[config.mk]
export PLATFORM = sky130hd
export DESIGN_NAME = core_sequencer
export DESIGN_NICKNAME = d
export VERILOG_FILES = /design/src/rtl/core_pkg.sv /design/src/rtl/bus_timeout_ctr.sv /design/src/rtl/core_sequencer.sv
export SDC_FILE = /design/constraint.sdc
export NUM_CORES = 1
export LEC_CHECK = 0
export BUFFER_PORTS_ARGS = -buffer_cell sky130_fd_sc_hd__buf_2
export CAP_MARGIN = 20
export CORE_MARGIN = 2
export CORE_UTILIZATION = 30
export DETAILED_ROUTE_END_ITERATION = 7
export GPL_ROUTABILITY_DRIVEN = 1
export GPL_TIMING_DRIVEN = 0
export MAX_ROUTING_LAYER = met4
export PLACE_DENSITY = 0.6
export SLEW_MARGIN = 25
export SYNTH_ARGS = -nofsm -noshare
export SYNTH_HDL_FRONTEND = slang
export SYNTH_SLANG_ARGS = --single-unit
export TNS_END_PERCENT = 100
[constraint.sdc]
create_clock -name clk_i -period 2.8 [get_ports clk_i]
set_input_delay 0.28 -clock clk_i [delete_from_list [all_inputs] [get_ports clk_i]]
set_output_delay 0.28 -clock clk_i [all_outputs]
set_load 0.01 [all_outputs]
[src/rtl/core_pkg.sv]
// Shared definitions for the core control path: sequencer states, PC and
// writeback select codes, trap cause codes and decoder-side constants.
package core_pkg;

    typedef enum logic [2:0] {
        ST_IDLE    = 3'd0,
        ST_FETCH   = 3'd1,
        ST_DECODE  = 3'd2,
        ST_EXECUTE = 3'd3,
        ST_MEM     = 3'd4,
        ST_WB      = 3'd5,
        ST_TRAP    = 3'd6
    } state_e;

    // Next-PC source select
    localparam logic [1:0] PC_SEL_PC4  = 2'b00;
    localparam logic [1:0] PC_SEL_ALU  = 2'b01;
    localparam logic [1:0] PC_SEL_TRAP = 2'b10;

    // Register-file write data select
    localparam logic [1:0] WB_SEL_ALU = 2'b00;
    localparam logic [1:0] WB_SEL_MEM = 2'b01;
    localparam logic [1:0] WB_SEL_PC4 = 2'b10;
    localparam logic [1:0] WB_SEL_CSR = 2'b11;

    // Trap causes, RISC-V mcause encoding
    localparam logic [3:0] CAUSE_INSN_MISALIGNED = 4'd0;
    localparam logic [3:0] CAUSE_INSN_FAULT      = 4'd1;
    localparam logic [3:0] CAUSE_ILLEGAL         = 4'd2;
    localparam logic [3:0] CAUSE_BREAKPOINT      = 4'd3;
    localparam logic [3:0] CAUSE_LOAD_MISALIGNED = 4'd4;
    localparam logic [3:0] CAUSE_LOAD_FAULT      = 4'd5;
    localparam logic [3:0] CAUSE_STORE_MISALIGNED = 4'd6;
    localparam logic [3:0] CAUSE_STORE_FAULT     = 4'd7;
    localparam logic [3:0] CAUSE_ECALL_M         = 4'd11;

    // funct3 of ECALL/EBREAK within the SYSTEM opcode
    localparam logic [2:0] F3_PRIV = 3'b000;

    // Opcodes, ALU operations and operand selects used by the decoder
    localparam logic [6:0] OPC_LUI      = 7'b0110111;
    localparam logic [6:0] OPC_AUIPC    = 7'b0010111;
    localparam logic [6:0] OPC_JAL      = 7'b1101111;
    localparam logic [6:0] OPC_JALR     = 7'b1100111;
    localparam logic [6:0] OPC_BRANCH   = 7'b1100011;
    localparam logic [6:0] OPC_LOAD     = 7'b0000011;
    localparam logic [6:0] OPC_STORE    = 7'b0100011;
    localparam logic [6:0] OPC_OP_IMM   = 7'b0010011;
    localparam logic [6:0] OPC_OP       = 7'b0110011;
    localparam logic [6:0] OPC_MISC_MEM = 7'b0001111;
    localparam logic [6:0] OPC_SYSTEM   = 7'b1110011;

    localparam logic [3:0] ALU_ADD = 4'd0;
    localparam logic [3:0] ALU_SUB = 4'd1;
    localparam logic [3:0] ALU_AND = 4'd2;
    localparam logic [3:0] ALU_OR  = 4'd3;
    localparam logic [3:0] ALU_XOR = 4'd4;

    localparam logic [1:0] SEL_OPA_RS1  = 2'b00;
    localparam logic [1:0] SEL_OPA_PC   = 2'b01;
    localparam logic [1:0] SEL_OPA_ZERO = 2'b10;
    localparam logic       SEL_OPB_RS2  = 1'b0;
    localparam logic       SEL_OPB_IMM  = 1'b1;

endpackage

[src/rtl/bus_timeout_ctr.sv]
// Bus wait watchdog: counts cycles a request waits without a response and
// flags the limit cycle. Held at zero while no request is outstanding, so it
// restarts from zero on every entry into a bus wait state.
module bus_timeout_ctr #(
    parameter int unsigned LIMIT = 16
) (
    input  logic clk_i,
    input  logic rst_i,
    input  logic active_i,
    input  logic resp_i,
    output logic expired_o
);

    localparam int unsigned W = (LIMIT > 2) ? $clog2(LIMIT) : 1;
    localparam logic [W-1:0] LAST = W'(LIMIT - 1);

    logic [W-1:0] cnt_q;
    logic [W-1:0] cnt_d;

    assign expired_o = active_i & ~resp_i & (cnt_q == LAST);

    // Next count: clear when idle or expired, advance while waiting
    always_comb begin
        cnt_d = cnt_q;
        if (!active_i) begin
            cnt_d = '0;
        end else if (resp_i || expired_o) begin
            cnt_d = '0;
        end else begin
            cnt_d = cnt_q + {{(W-1){1'b0}}, 1'b1};
        end
    end

    // Counter register
    always_ff @(posedge clk_i or negedge rst_i) begin
        if (!rst_i) begin
            cnt_q <= '0;
        end else begin
            cnt_q <= cnt_d;
        end
    end

endmodule

[src/rtl/core_sequencer.sv]
// Multi-cycle control FSM of the single-issue core: fetch, decode, execute,
// memory access, writeback and synchronous traps. Strobes decode from the
// current state and inputs; only the trap cause is held in a register.
// Optional build macro BUS_TIMEOUT_EN adds a bus wait watchdog that traps a
// FETCH or MEM access left unanswered for TIMEOUT_CYCLES cycles.
module core_sequencer
    import core_pkg::*;
#(
    parameter int unsigned TIMEOUT_CYCLES = 16
) (
    input  logic       clk_i,
    input  logic       rst_i,
    output logic       imem_req_o,
    input  logic       imem_ack_i,
    input  logic       imem_err_i,
    output logic       ir_we_o,
    input  logic       is_lui_i,
    input  logic       is_auipc_i,
    input  logic       is_jal_i,
    input  logic       is_jalr_i,
    input  logic       is_branch_i,
    input  logic       is_mem_i,
    input  logic       we_mem_i,
    input  logic       is_misc_mem_i,
    input  logic       is_system_i,
    input  logic       e_illegal_inst_i,
    input  logic [2:0] funct3_i,
    input  logic [4:0] rd_i,
    input  logic       sys_ebreak_i,
    input  logic       branch_taken_i,
    input  logic       addr_misaligned_i,
    output logic       dmem_req_o,
    output logic       dmem_we_o,
    input  logic       dmem_ack_i,
    input  logic       dmem_err_i,
    output logic       rf_we_o,
    output logic [1:0] rf_wsel_o,
    output logic       pc_we_o,
    output logic [1:0] pc_sel_o,
    output logic       trap_o,
    output logic [3:0] trap_cause_o,
    output logic       retire_o
);

    if (TIMEOUT_CYCLES < 2) begin : g_bad_timeout
        $error("core_sequencer: TIMEOUT_CYCLES must be at least 2");
    end

    state_e     state_q, state_d;
    logic [3:0] cause_q, cause_d;
    logic       is_store_s, is_priv_s, is_jump_s, expired_s;

    assign is_store_s   = is_mem_i & we_mem_i;
    assign is_priv_s    = is_system_i & (funct3_i == F3_PRIV);
    assign is_jump_s    = is_jal_i | is_jalr_i | (is_branch_i & branch_taken_i);
    assign trap_cause_o = cause_q;

`ifdef BUS_TIMEOUT_EN
    logic wait_active_s, bus_resp_s;

    assign wait_active_s = (state_q == ST_FETCH) || (state_q == ST_MEM);
    assign bus_resp_s    = (state_q == ST_FETCH) ? (imem_ack_i | imem_err_i)
                                                 : (dmem_ack_i | dmem_err_i);

    bus_timeout_ctr #(
        .LIMIT     (TIMEOUT_CYCLES)
    ) u_bus_timeout_ctr (
        .clk_i     (clk_i),
        .rst_i     (rst_i),
        .active_i  (wait_active_s),
        .resp_i    (bus_resp_s),
        .expired_o (expired_s)
    );
`else
    assign expired_s = 1'b0;
`endif

    // Next state, next trap cause and all strobes from state plus inputs
    always_comb begin
        state_d    = state_q;
        cause_d    = cause_q;
        imem_req_o = 1'b0;
        ir_we_o    = 1'b0;
        dmem_req_o = 1'b0;
        dmem_we_o  = 1'b0;
        rf_we_o    = 1'b0;
        rf_wsel_o  = WB_SEL_ALU;
        pc_we_o    = 1'b0;
        pc_sel_o   = PC_SEL_PC4;
        trap_o     = 1'b0;
        retire_o   = 1'b0;
        case (state_q)
            ST_IDLE: begin
                state_d = ST_FETCH;
            end
            ST_FETCH: begin
                imem_req_o = 1'b1;
                if (imem_err_i || (!imem_ack_i && expired_s)) begin
                    state_d = ST_TRAP;
                    cause_d = CAUSE_INSN_FAULT;
                end else if (imem_ack_i) begin
                    ir_we_o = 1'b1;
                    state_d = ST_DECODE;
                end else begin
                    state_d = ST_FETCH;
                end
            end
            ST_DECODE: begin
                if (e_illegal_inst_i) begin
                    state_d = ST_TRAP;
                    cause_d = CAUSE_ILLEGAL;
                end else begin
                    state_d = ST_EXECUTE;
                end
            end
            ST_EXECUTE: begin
                if (is_mem_i && addr_misaligned_i) begin
                    state_d = ST_TRAP;
                    cause_d = we_mem_i ? CAUSE_STORE_MISALIGNED : CAUSE_LOAD_MISALIGNED;
                end else if (is_mem_i) begin
                    state_d = ST_MEM;
                end else if (is_priv_s) begin
                    state_d = ST_TRAP;
                    cause_d = sys_ebreak_i ? CAUSE_BREAKPOINT : CAUSE_ECALL_M;
                end else if (is_jump_s && addr_misaligned_i) begin
                    state_d = ST_TRAP;
                    cause_d = CAUSE_INSN_MISALIGNED;
                end else begin
                    state_d = ST_WB;
                end
            end
            ST_MEM: begin
                dmem_req_o = 1'b1;
                dmem_we_o  = we_mem_i;
                if (dmem_err_i || (!dmem_ack_i && expired_s)) begin
                    state_d = ST_TRAP;
                    cause_d = we_mem_i ? CAUSE_STORE_FAULT : CAUSE_LOAD_FAULT;
                end else if (dmem_ack_i) begin
                    state_d = ST_WB;
                end else begin
                    state_d = ST_MEM;
                end
            end
            ST_WB: begin
                pc_we_o  = 1'b1;
                retire_o = 1'b1;
                pc_sel_o = is_jump_s ? PC_SEL_ALU : PC_SEL_PC4;
                rf_we_o  = ~(is_store_s | is_branch_i | is_misc_mem_i | is_priv_s |
                             (rd_i == 5'd0));
                if (is_mem_i) begin
                    rf_wsel_o = WB_SEL_MEM;
                end else if (is_jal_i || is_jalr_i) begin
                    rf_wsel_o = WB_SEL_PC4;
                end else if (is_system_i) begin
                    rf_wsel_o = WB_SEL_CSR;
                end else if (is_lui_i || is_auipc_i) begin
                    rf_wsel_o = WB_SEL_ALU;
                end else begin
                    rf_wsel_o = WB_SEL_ALU;
                end
                state_d = ST_FETCH;
            end
            ST_TRAP: begin
                trap_o   = 1'b1;
                pc_we_o  = 1'b1;
                pc_sel_o = PC_SEL_TRAP;
                state_d  = ST_FETCH;
            end
            default: begin
                state_d = ST_IDLE;
            end
        endcase
    end

    // State and trap cause registers
    always_ff @(posedge clk_i or negedge rst_i) begin
        if (!rst_i) begin
            state_q <= ST_IDLE;
            cause_q <= 4'd0;
        end else begin
            state_q <= state_d;
            cause_q <= cause_d;
        end
    end

endmodule

# == Word-level counts from Yosys, hierarchy flattened ==
# Index checks and enable logic that the tools add are counted.
# totals
register_bits,7
latch_bits,0
ram_bits,0
romBits,0
inputBits,27
output_inout_bits,16
wordCells,70
memories,0
# classes
addsub,0
n_mul,0
div_mod_pow,0
order_cmp,0
n_eq_ne,11
shift,0
mux,37
n_bitwise,10
n_reduce_logical,10
# ops
cell,count
4-bit 2-to-1 mux,8
2-bit 2-to-1 mux,12
4-bit case mux with 4 select lines,1
3-bit case mux with 5 select lines,1
1-bit 2-to-1 mux,12
"3-bit == test, second input constant",3
"3-bit by 2-bit == test with 1-bit output, second input constant",2
3-bit zero test,2
3-bit 2-to-1 mux,2
"2-bit inequality test, second input constant",3
1-bit OR,6
6-bit AND reduction,1
5-bit zero test,1
"4-bit inequality test, second input constant",1
2-bit case mux with 2 select lines,1
4-bit nonzero test,1
1-bit bitwise AND,3
"3-bit by 1-bit == test with 1-bit output, second input constant",1
"3-bit inequality test, second input constant",1
3-bit OR reduction,1
1-bit logical AND,2
2-bit OR reduction,1
1-bit logical OR,1
1-bit NOT,1

# == Depth between registers and ports, before layout ==
# Gate-level depths: netlist of the first run.
# depth
word_depth,8
ltp_mapped,5
depth_no_buf,4

# == Worst setup path before layout of the first run ==
# No wires, ideal clock.
# synth_timing
kind,reg2reg
startpoint,register state_q[1]
endpoint,"register cause_q[1], in the netlist trap_cause_o[1]"
setup_ns,0.128
t_arrival_ns,1.546
required_time_ns,2.672
slack_ns,1.126
path_stages_with_launch,6
n_path_buf,1
synth_period_minus_slack_ns,1.674
cell_sequence,dfrtp_1 > buf_2 > nor2_1 > mux2_2 > nor4_4 > mux2_1
# synth_between
elab_chain_len,3
elab_cells_between_ends,12
# synth_lines
item,line_no,rtl
"start, declared",core_sequencer.sv:49,"state_e state_q, state_d;"
"start signal, assigned",core_sequencer.sv:181,state_q <= state_d;
3-bit by 2-bit == test with 1-bit output (tied with other cells),core_sequencer.sv:92,case (state_q)
4-bit inequality test (no source line) (tied with other cells),--,
6-bit AND reduction (no source line),--,
"end signal, assigned",core_sequencer.sv:182,cause_q <= cause_d;
"end, declared",core_sequencer.sv:50,"logic [3:0] cause_q, cause_d;"
# Several ways; a longest one is shown, not always the timed one.
# A chain may end at the register's enable or synchronous reset.

# == Worst setup path after layout of the first run ==
# layout_timing
startpoint,register state_q[0]
endpoint,output port rf_we_o
# layout_between
elab_chain_len,2
# layout_lines
item,line_no,rtl
3-bit == test,core_sequencer.sv:92,
1-bit 2-to-1 mux,core_sequencer.sv:92,
"end, declared",core_sequencer.sv:36,"output logic rf_we_o,"
# No other way between the ends.

==> results.yml, run 1 <==
setup_path:
  cp.buffers_inverters: 2
  endpoint_kind: "output pin"
  critPathMaxFanout: 10
  worstSetupPathType: "flip-flop to output pin"
  required_ns: 2.52
  cp_top_family: "simple AND/OR/NAND/NOR gates"
  crit_chain: "clkbuf_1 -> nand3_1 -> nor4_1 -> buf_2"
  critPathLaunch: "state_q[0]$_DFF_PN0_"
  rr_startpoint: "state_q[2]$_DFF_PN0_"
  cp-start-kind: "flip-flop"
  critPathSlowestCell: "dfrtp_1"
  arrival_ns: 1.70
  critical_path.max_stage_delay_ns: 0.40
finish:
  area_delta_synth_final_pct: 41.1
  layout_common_cells: "buf_2 (40), nor2_1 (7), dfrtp_1 (7)"
  layout.nets: 147
  final_common_cell: "buf_2"
  fin_cells: 146
  drive_gt1_share_pct: 42.9
  n_antenna_cell: 0
  fillers: 212
  fin_area_um2: 911
floorplanning:
  die_area_um2: 2540
  die_h_um: 50.4
  fp.dieW_um: 50.4
  num_rows: 16
  start_util_pct: 32.2
  core_um2: 2000
  io_pins: 43
place:
  place_ws_ns: 0.915
  dpl.hpwl_um: 1420
  portBuffers: 39
  finalWeightedCongestion: 0.770
  placed_cells: 141
  place_area_um2: 875
clocking:
  cts_resized: 0
  cts.clk_slew.worst_paths_ns: 0.05
  cts.sinks: 7
  cts_tree: "done"
  cts_max_path_buffers: 2
  htreeDepth: 1
  numCtsBuffers: 3
  clk_latency_ns: 0.25
  root_buffer: "clkbuf_4"
power:
  ir_worst_vdd_v: 0.000352
  p_leak_nw: 0.474
  power_uw: 729
  powerDensity_nw_per_um2: 801
route:
  detail_route.vias_per_cell: 4.81
  drtIter0Drc: 15
  dr_total_vias: 702
  drcViolationCount: 0
  dr.pass1.iters: 4
  wl_per_cell_um: 11.4
  postRouteAntennaNets: 0
  wirelength_um: 1670
global_route:
  globalRouteOverflowTotal: 0
  grt_pass1_vias: 652
  antenna_found_initial: 0
  grt_pass1_wl_um: 2740
  grtUsageTotal_pct: 14.0
  grt_max_degree: 11
sta:
  period_share_pct: 70.7
  drv_slew: 0
  clock.fmax_ghz: 0.505
  grt_setup_unrepaired: "false"
  setup_viol: 0
  period_needed_ns: 1.98
  fin_tns_setup_ns: 0
  slew_headroom_pct: 70.1
  hold_viol: 0
  worst_pin_slew_ns: 0.446
  finClkSkew_ns: 0.00748
  worst_slack_ns: 0.821
logic_synthesis:
  synth_cells: 75
  syn_nets: 102
  avgSynthCellArea_um2: 8.61
  synth_area_um2: 646
  yosysSeqAreaShare_pct: 27.1
  yosys_register_bits: 7
  yosys_warnings: 0
  ys_types: 35
hold_path:
  hold_class: "primary input to flip-flop"
  worstHoldStart: "dmem_err_i"
run:
  max-cap-violations: 0
run_status:
  status: "finished clean"
registers in the layout, indices dropped and copies added (netlist names):
name and flops:
trap_cause_o 4, state_q 3
through the flow:
step	util (%)	hold slack, ns
after detailed placement	43.7	0.124
after floorplan	-	-0.0156
after CTS	45.5	0.304
final	45.5	0.306
after global routing	45.5	0.319
after global placement	43.7	0.119
worst register-to-register path, stage by stage (launching register included):
cell      delay, ns
dfrtp_1        0.37
clkbuf_1       0.32
nand2_1        0.10
mux2_2         0.30
nor4_4         0.27
mux2_1         0.36
repair_timing:
action | 4_1_cts | 5_1_grt
hold buffers | 1 | 0
endpoints found under the hold margin | 7 | 0
setup buffers | 0 | 0
power breakdown:
group          switching (mW)  total (mW)  internal, mW  leakage, nW
Sequential             0.0212       0.161         0.139       0.0868
Combinational           0.266       0.477         0.211        0.372
Clock                  0.0368      0.0912        0.0544       0.0150
final timing paths:
kind / end / slack, ns / cells after the start
max in group asynchronous: state_q[2]$_DFF_PN0_ / 2.22 / 2
max reg2reg: trap_cause_o[3]$_DFFE_PN0P_ / 0.97 / 5
max: rf_we_o / 0.82 / 4
min: state_q[1]$_DFF_PN0_ / 0.31 / 2
min reg2reg: trap_cause_o[2]$_DFFE_PN0P_ / 0.48 / 1
min in group asynchronous: trap_cause_o[3]$_DFFE_PN0P_ / 0.42 / 2
cell families after synthesis:
logic type	share of synthesized area, %
muxes	8.53
and+or+nand+nor	34.9
AOI/OAI and AO/OA	22.3
DFF	27.1
buffers and inverters	7.17
Yosys cell counts:
cell type  n  area (µm²)
o21a_1     1        7.51
clkbuf_1   2        7.51
nand3b_1   2        15.0
and3b_1    1        8.76
or3b_1     1        8.76
o2bb2ai_1  1        8.76
a211o_1    2        17.5
inv_1      5        18.8
nor4_4     1        21.3
a21oi_1    4        20.0
or2_4      1        8.76
a2111oi_4  1        27.5
nor2_1     7        26.3
nor3_1     4        20.0
nand2b_1   3        18.8
a211o_2    1        10.0
mux2i_1    1        10.0
buf_2      1        5.00
or4_1      1        7.51
and3_1     1        6.26
nand2_1    4        15.0
a21boi_0   1        7.51
nor4_1     1        6.26
dfrtp_1    7         175
mux2_2     1        11.3
or2_1      1        6.26
mux2_1     3        33.8
nand3_1    1        5.00
nor3b_1    2        15.0
nor2b_1    2        12.5
a22o_1     1        8.76
a31oi_1    1        6.26
o21ai_0    6        30.0
buf_4      2        15.0
nor4b_4    1        23.8
final cells by class:
cell class / instances / area, µm² / share of cell area, %
plain buffers: 5 / 27.5 / 3.02
clock buffers: 4 / 26.3 / 2.88
inverters: 5 / 18.8 / 2.06
multi-input cells: 58 / 424 / 46.6
flip-flops and latches: 7 / 175 / 19.2
well taps: 27 / 33.8 / 3.71
repair buffers: 40 / 205 / 22.5
routing by layer:
| layer | share of wire [%] | wire, µm | GRT usage, % |
|---|---|---|---|
| met1 | 46 | 762 | 17.3 |
| met2 | 50 | 828 | 23.7 |
| met3 | 4.1 | 68 | 2.08 |
| met4 | 0.60 | 10 | 4.05 |
| met5 | 0 | 0 | - |
No activity file was read; power rests on OpenSTA's default activity.
==> run 2, diff against run 1 <==
--- a/config.mk
+++ b/config.mk
@@ -13,7 +13,7 @@
 export GPL_ROUTABILITY_DRIVEN = 1
 export GPL_TIMING_DRIVEN = 0
 export MAX_ROUTING_LAYER = met4
-export PLACE_DENSITY = 0.6
+export PLACE_DENSITY = 0.62
 export SLEW_MARGIN = 25
 export SYNTH_ARGS = -nofsm -noshare
 export SYNTH_HDL_FRONTEND = slang
==> constraint.sdc (replaced) <==
create_clock -name clk_i -period 1.7 [get_ports clk_i]
set_input_delay 0.17 -clock clk_i [delete_from_list [all_inputs] [get_ports clk_i]]
set_output_delay 0.17 -clock clk_i [all_outputs]
set_load 0.01 [all_outputs]
==> run 2 against run 1 <==
  * Final cell count increased by 4.1%
  * Count of clock-buffer cells in the layout unchanged
  * Setup slack got worse by 0.79 ns
  * Flip-flop and latch count unchanged
  * Core utilization increased by 5.7 points
  * Global-route usage increased by 1.3 points
  * Register-to-register slack got worse by 0.94 ns
  * Clock skew decreased by 0.0068 ns
  * Routed wire length increased by 9.3%
  * Combinational power increased by 120%
  * Clock power increased by 57%
==> results.yml, run 2 (same netlist as run 1, synthesis figures left out) <==
run_status:
  status: "finished clean"
sta:
  worst_pin_slew_ns: 0.471
  period_share_pct: 98.2
  clock.fmax_ghz: 0.599
  period_needed_ns: 1.67
  drv_slew: 0
  slew_headroom_pct: 68.5
  setup_viol: 0
  grt_setup_unrepaired: "true"
  finClkSkew_ns: 0.000710
  hold_viol: 0
power:
  seqPwrFrac_pct: 20.8
  swShare_pct: 41.0
  ir_worst_vdd_v: 0.000763
  internal_power_uw: 888
  clkPwrFrac_pct: 9.5
  p_switching_uw: 616
  powerDensity_nw_per_um2: 1470
  pwr-share-comb_pct: 69.7
  p_leak_nw: 0.525
clocking:
  cts_tree: "done"
  htreeDepth: 1
  root_buffer: "clkbuf_4"
  cts.sinks: 7
  clk_latency_ns: 0.24
  cts_max_path_buffers: 2
  cts.clk_slew.worst_paths_ns: 0.05
  numCtsBuffers: 3
route:
  wirelength_um: 1830
  dr.pass1.iters: 4
  postRouteAntennaNets: 0
  dr_total_vias: 737
  wl_per_cell_um: 12.0
  detail_route.vias_per_cell: 4.85
  drtIter0Drc: 11
  drcViolationCount: 0
finish:
  final_common_cell: "buf_2"
  fillers: 203
  n_antenna_cell: 0
  fin_cells: 152
  fin_area_um2: 1030
  fin_util_pct: 51.2
  layout.nets: 153
  area_delta_synth_final_pct: 58.9
  largest_reg_flops: 4
  layout_common_cells: "buf_2 (39), buf_4 (9), o21ai_0 (6), nor2_1 (6), dfrtp_1 (5)"
  drive_gt1_share_pct: 56.8
floorplanning:
  num_rows: 16
  die_h_um: 50.4
  io_pins: 43
  start_util_pct: 32.2
  die_area_um2: 2540
  fp.dieW_um: 50.4
  core_um2: 2000
setup_path:
  critPathMaxFanout: 7
  worstSetupPathType: "flip-flop to flip-flop"
  arrival_ns: 1.80
  required_ns: 1.83
  cp-start-kind: "flip-flop"
  critPathSlowestCell: "dfrtp_2"
  endpoint_kind: "flip-flop"
  critPathLaunch: "state_q[1]$_DFF_PN0_"
  rr_startpoint: "state_q[1]$_DFF_PN0_"
  critical_path.max_stage_delay_ns: 0.45
  crit_path_frequent_cell: "buf_4"
  crit_chain: "buf_4 -> nand2b_1 -> nor3_2 -> nor4_4 -> buf_4 -> mux2_4"
global_route:
  grt_pass1_vias: 715
  grt_pass1_wl_um: 2930
  antenna_found_initial: 0
  globalRouteOverflowTotal: 0
  grtUsageTotal_pct: 15.3
  grt_max_degree: 11
place:
  placed_cells: 141
  dpl.hpwl_um: 1430
  portBuffers: 39
  finalWeightedCongestion: 0.789
  place_area_um2: 875
run:
  max-cap-violations: 0
hold_path:
  worstHoldStart: "dmem_err_i"
  hold_class: "primary input to flip-flop"
==> run 2: worst paths after layout <==
kind / to / slack [ns] / depth (start not counted)
max: trap_cause_o[1]$_DFFE_PN0P_ / 0.03 / 6
min: state_q[1]$_DFF_PN0_ / 0.22 / 2
max reg2reg: trap_cause_o[1]$_DFFE_PN0P_ / 0.03 / 6
min reg2reg: trap_cause_o[3]$_DFFE_PN0P_ / 0.50 / 1
max in group asynchronous: state_q[0]$_DFF_PN0_ / 1.25 / 2
min in group asynchronous: trap_cause_o[1]$_DFFE_PN0P_ / 0.28 / 2
==> run 2: layout make-up <==
cell class                      instances  area, µm²  share of cell area, %
Multi-Input combinational cell         58        470                   45.9
Buffer                                  4       41.3                   4.02
Sequential cell                         7        178                   17.3
Tap cell                               27       33.8                   3.29
Timing Repair Buffer                   47        258                   25.1
Inverter                                5       18.8                   1.83
Clock buffer                            4       26.3                   2.56
==> run 2: power groups by stage <==
stage / logic (mW) / clock network [mW] / registers (mW)
6_report: 1.05 / 0.143 / 0.313
2_1_floorplan: 0.546 / 0 / 0.274
3_5_place_dp: 0.793 / 0 / 0.271
4_1_cts: 0.996 / 0.152 / 0.309
3_3_place_gp: 0.776 / 0 / 0.270
5_1_grt: 1.14 / 0.167 / 0.323
==> run 2: repair_timing <==
item,CTS,global route
cloned,0,0
endpoints found under the setup margin,11,11
gates resized for setup,14,8
hold buffers,1,0
setup buffers,6,1
pin swaps,3,4
endpoints found under the hold margin,7,0
==> run 2: through the flow <==
stage               hold WS [ns]  setup slack (ns)  power (mW)  setup TNS [ns]
floorplan                 -0.126            0.0261       0.821               0
global placement         0.00510            -0.126        1.05          -0.362
CTS                        0.210          -0.00114        1.46        -0.00114
detailed placement       0.00744            -0.152        1.06          -0.443
finish                     0.224            0.0308        1.50               0
global route               0.224           -0.0216        1.63          -0.101
==> run 2: critical path, delay by kind of cell, from the launching register on <==
family	cells	cell delay, ns
buf+inv	2	0.34
mux	1	0.30
simple gates	3	0.47
flops	1	0.45
==> run 2: routing by layer <==
metal / GRT usage, % / part of all wire, % / vias to the layer above
met4: 8.11 / 0.55 / 0
met3: 1.79 / 7.2 / 2
met2: 26.5 / 50 / 31
li1: - / - / 369
met1: 17.3 / 42 / 335
met5: - / 0 / -
==> run 3, diff against run 2 <==
==> constraint.sdc (replaced) <==
create_clock -name clk_i -period 1.4 [get_ports clk_i]
set_input_delay 0.14 -clock clk_i [delete_from_list [all_inputs] [get_ports clk_i]]
set_output_delay 0.14 -clock clk_i [all_outputs]
set_load 0.01 [all_outputs]
==> run 3 against run 2 <==
  * The flow now finishes with violations (setup timing)
  * Sequential share of layout area fell by 0.45 points
  * Sequential power grew 11%
  * Final area is 2.0% higher
  * Total power rose by 23%
  * Count of clock-buffer cells in the layout decreased by 1
  * Critical endpoint is now trap_cause_o[2]$_DFFE_PN0P_
  * Clock skew is essentially flat
  * Largest cell class unchanged
==> results.yml, run 3 (same netlist as run 1, synthesis figures left out) <==
setup_path:
  cp_top_family: "multiplexers"
  worstSetupPathType: "flip-flop to flip-flop"
  critPathMaxFanout: 9
  rr_startpoint: "state_q[1]$_DFF_PN0_"
  cp.buffers_inverters: 1
  rrSetupSlack_ns: -0.25
  cp-start-kind: "flip-flop"
  critical_path.max_stage_delay_ns: 0.37
  crit_chain: "buf_6 -> nor2_4 -> mux2_4 -> nor4_4 -> mux2_1"
  arrival_ns: 1.78
  required_ns: 1.53
  critPathSlowestCell: "dfrtp_1"
  endpoint_kind: "flip-flop"
  r2r_end: "trap_cause_o[2]$_DFFE_PN0P_"
  rr_worst_depth: 5
sta:
  slew_headroom_pct: 70.2
  clock.fmax_ghz: 0.607
  hold_ws_ns: 0.152
  period_needed_ns: 1.65
  grt_setup_unrepaired: "true"
  worst_pin_slew_ns: 0.445
  hold_viol: 0
  worst_slack_ns: -0.247
  setup_viol: 13
  fin_tns_setup_ns: -1.75
  period_share_pct: 118
  finClkSkew_ns: 0.000656
  drv_slew: 0
finish:
  fin_area_um2: 1050
  n_antenna_cell: 0
  final_common_cell: "buf_2"
  fin_util_pct: 52.3
  largest_reg_flops: 4
  fillers: 194
  layout_common_cells: "buf_2 (37), buf_4 (7), dfrtp_1 (6)"
  area_delta_synth_final_pct: 62.0
  multiInputGateArea_um2: 465
  drive_gt1_share_pct: 56.0
  seq_area_um2: 176
  layout.nets: 153
run:
  max-cap-violations: 0
clocking:
  numCtsBuffers: 3
  cts_tree: "done"
  clk_latency_ns: 0.25
  root_buffer: "clkbuf_4"
  cts.sinks: 7
  htreeDepth: 1
  cts.clk_slew.worst_paths_ns: 0.05
  cts_max_path_buffers: 2
hold_path:
  hold_path_end: "state_q[1]$_DFF_PN0_"
  hold_class: "primary input to flip-flop"
  min_path_cells: 2
  worstHoldStart: "dmem_err_i"
route:
  detail_route.vias_per_cell: 4.83
  drtIter0Drc: 12
  drcViolationCount: 0
  postRouteAntennaNets: 0
  dr_total_vias: 734
  wl_per_cell_um: 11.5
  dr.pass1.iters: 4
  wirelength_um: 1750
floorplanning:
  die_h_um: 50.4
  fp.dieW_um: 50.4
  core_um2: 2000
  start_util_pct: 32.2
  num_rows: 16
  die_area_um2: 2540
  io_pins: 43
place:
  place_area_um2: 893
  dpl.hpwl_um: 1320
  finalWeightedCongestion: 0.828
  portBuffers: 39
global_route:
  grt_max_degree: 11
  grt_pass1_vias: 703
  antenna_found_initial: 0
  globalRouteOverflowTotal: 0
  grtUsageTotal_pct: 15.2
  grt_pass1_wl_um: 2900
run_status:
  violations: "setup timing"
  status: "complete, but fails checks"
power:
  p_leak_nw: 0.525
  powerDensity_nw_per_um2: 1760
  ir_worst_vdd_v: 0.000686
## run 3: cell types whose count changed in the layout (fill, tap and decap cells not counted), sizes merged
cell,change
clkbuf,+1
clkinv,+1
clkinvlp,+1
buf,-2
inv,-1
## run 3: cell type report
type                    instances  share of cell area [%]
multi-input cells              58                    44.5
repair buffers                 46                    25.5
flip-flops and latches          7                    16.9
plain buffers                   5                    5.14
well taps                      27                    3.23
clock buffers                   3                    2.15
inverters                       5                    2.15
clock inverters                 1                   0.478
## run 3: how the worst max path moves through the flow
stage | from | end | slack (ns) | cells after the start
after floorplan | state_q[1]$_DFF_PN0_ | trap_cause_o[1]$_DFFE_PN0P_ | -0.25 | 5
after global placement | state_q[2]$_DFF_PN0_ | trap_cause_o[3]$_DFFE_PN0P_ | -0.38 | 5
after detailed placement | state_q[2]$_DFF_PN0_ | trap_cause_o[2]$_DFFE_PN0P_ | -0.36 | 5
after CTS | state_q[1]$_DFF_PN0_ | trap_cause_o[2]$_DFFE_PN0P_ | -0.25 | 5
after global routing | state_q[1]$_DFF_PN0_ | trap_cause_o[3]$_DFFE_PN0P_ | -0.33 | 5
final | state_q[1]$_DFF_PN0_ | trap_cause_o[2]$_DFFE_PN0P_ | -0.25 | 5
## run 3: metal layers
metal,track usage [%],wire length [µm],vias up
li1,-,-,371
met1,15.7,708,334
met2,25.9,890,24
met3,5.95,125,5
met4,6.31,24,0
met5,-,0,-
## run 3: metrics by stage
stage / std cells / power, mW / setup WS [ns]
global placement: 141 / 1.33 / -0.376
floorplan: 75 / 1.07 / -0.247
detailed placement: 141 / 1.34 / -0.360
global route: 152 / 2.00 / -0.327
finish: 152 / 1.84 / -0.247
CTS: 150 / 1.76 / -0.246
## run 3: worst register-to-register path: cells and delay by family, from the launching register on
kind / cells / cell delay (ns)
buffers and inverters: 1 / 0.14
multiplexers: 2 / 0.67
AND/OR/NAND/NOR: 2 / 0.34
flip-flops: 1 / 0.37
## run 3: report_power, final
part / internal, mW / total, mW / switching, mW
clock: 0.104 / 0.183 / 0.0789
sequential: 0.282 / 0.346 / 0.0631
combinational: 0.679 / 1.31 / 0.635
total: 1.07 / 1.84 / 0.777
## run 3: what timing repair did
item / 4_1_cts / 5_1_grt
resized for setup: 15 / 6
endpoints found under the setup margin: 17 / 17
pin swaps: 4 / 1
endpoints found under the hold margin: 7 / 0
buffers inserted: 4 / 2
hold buffers: 1 / 0
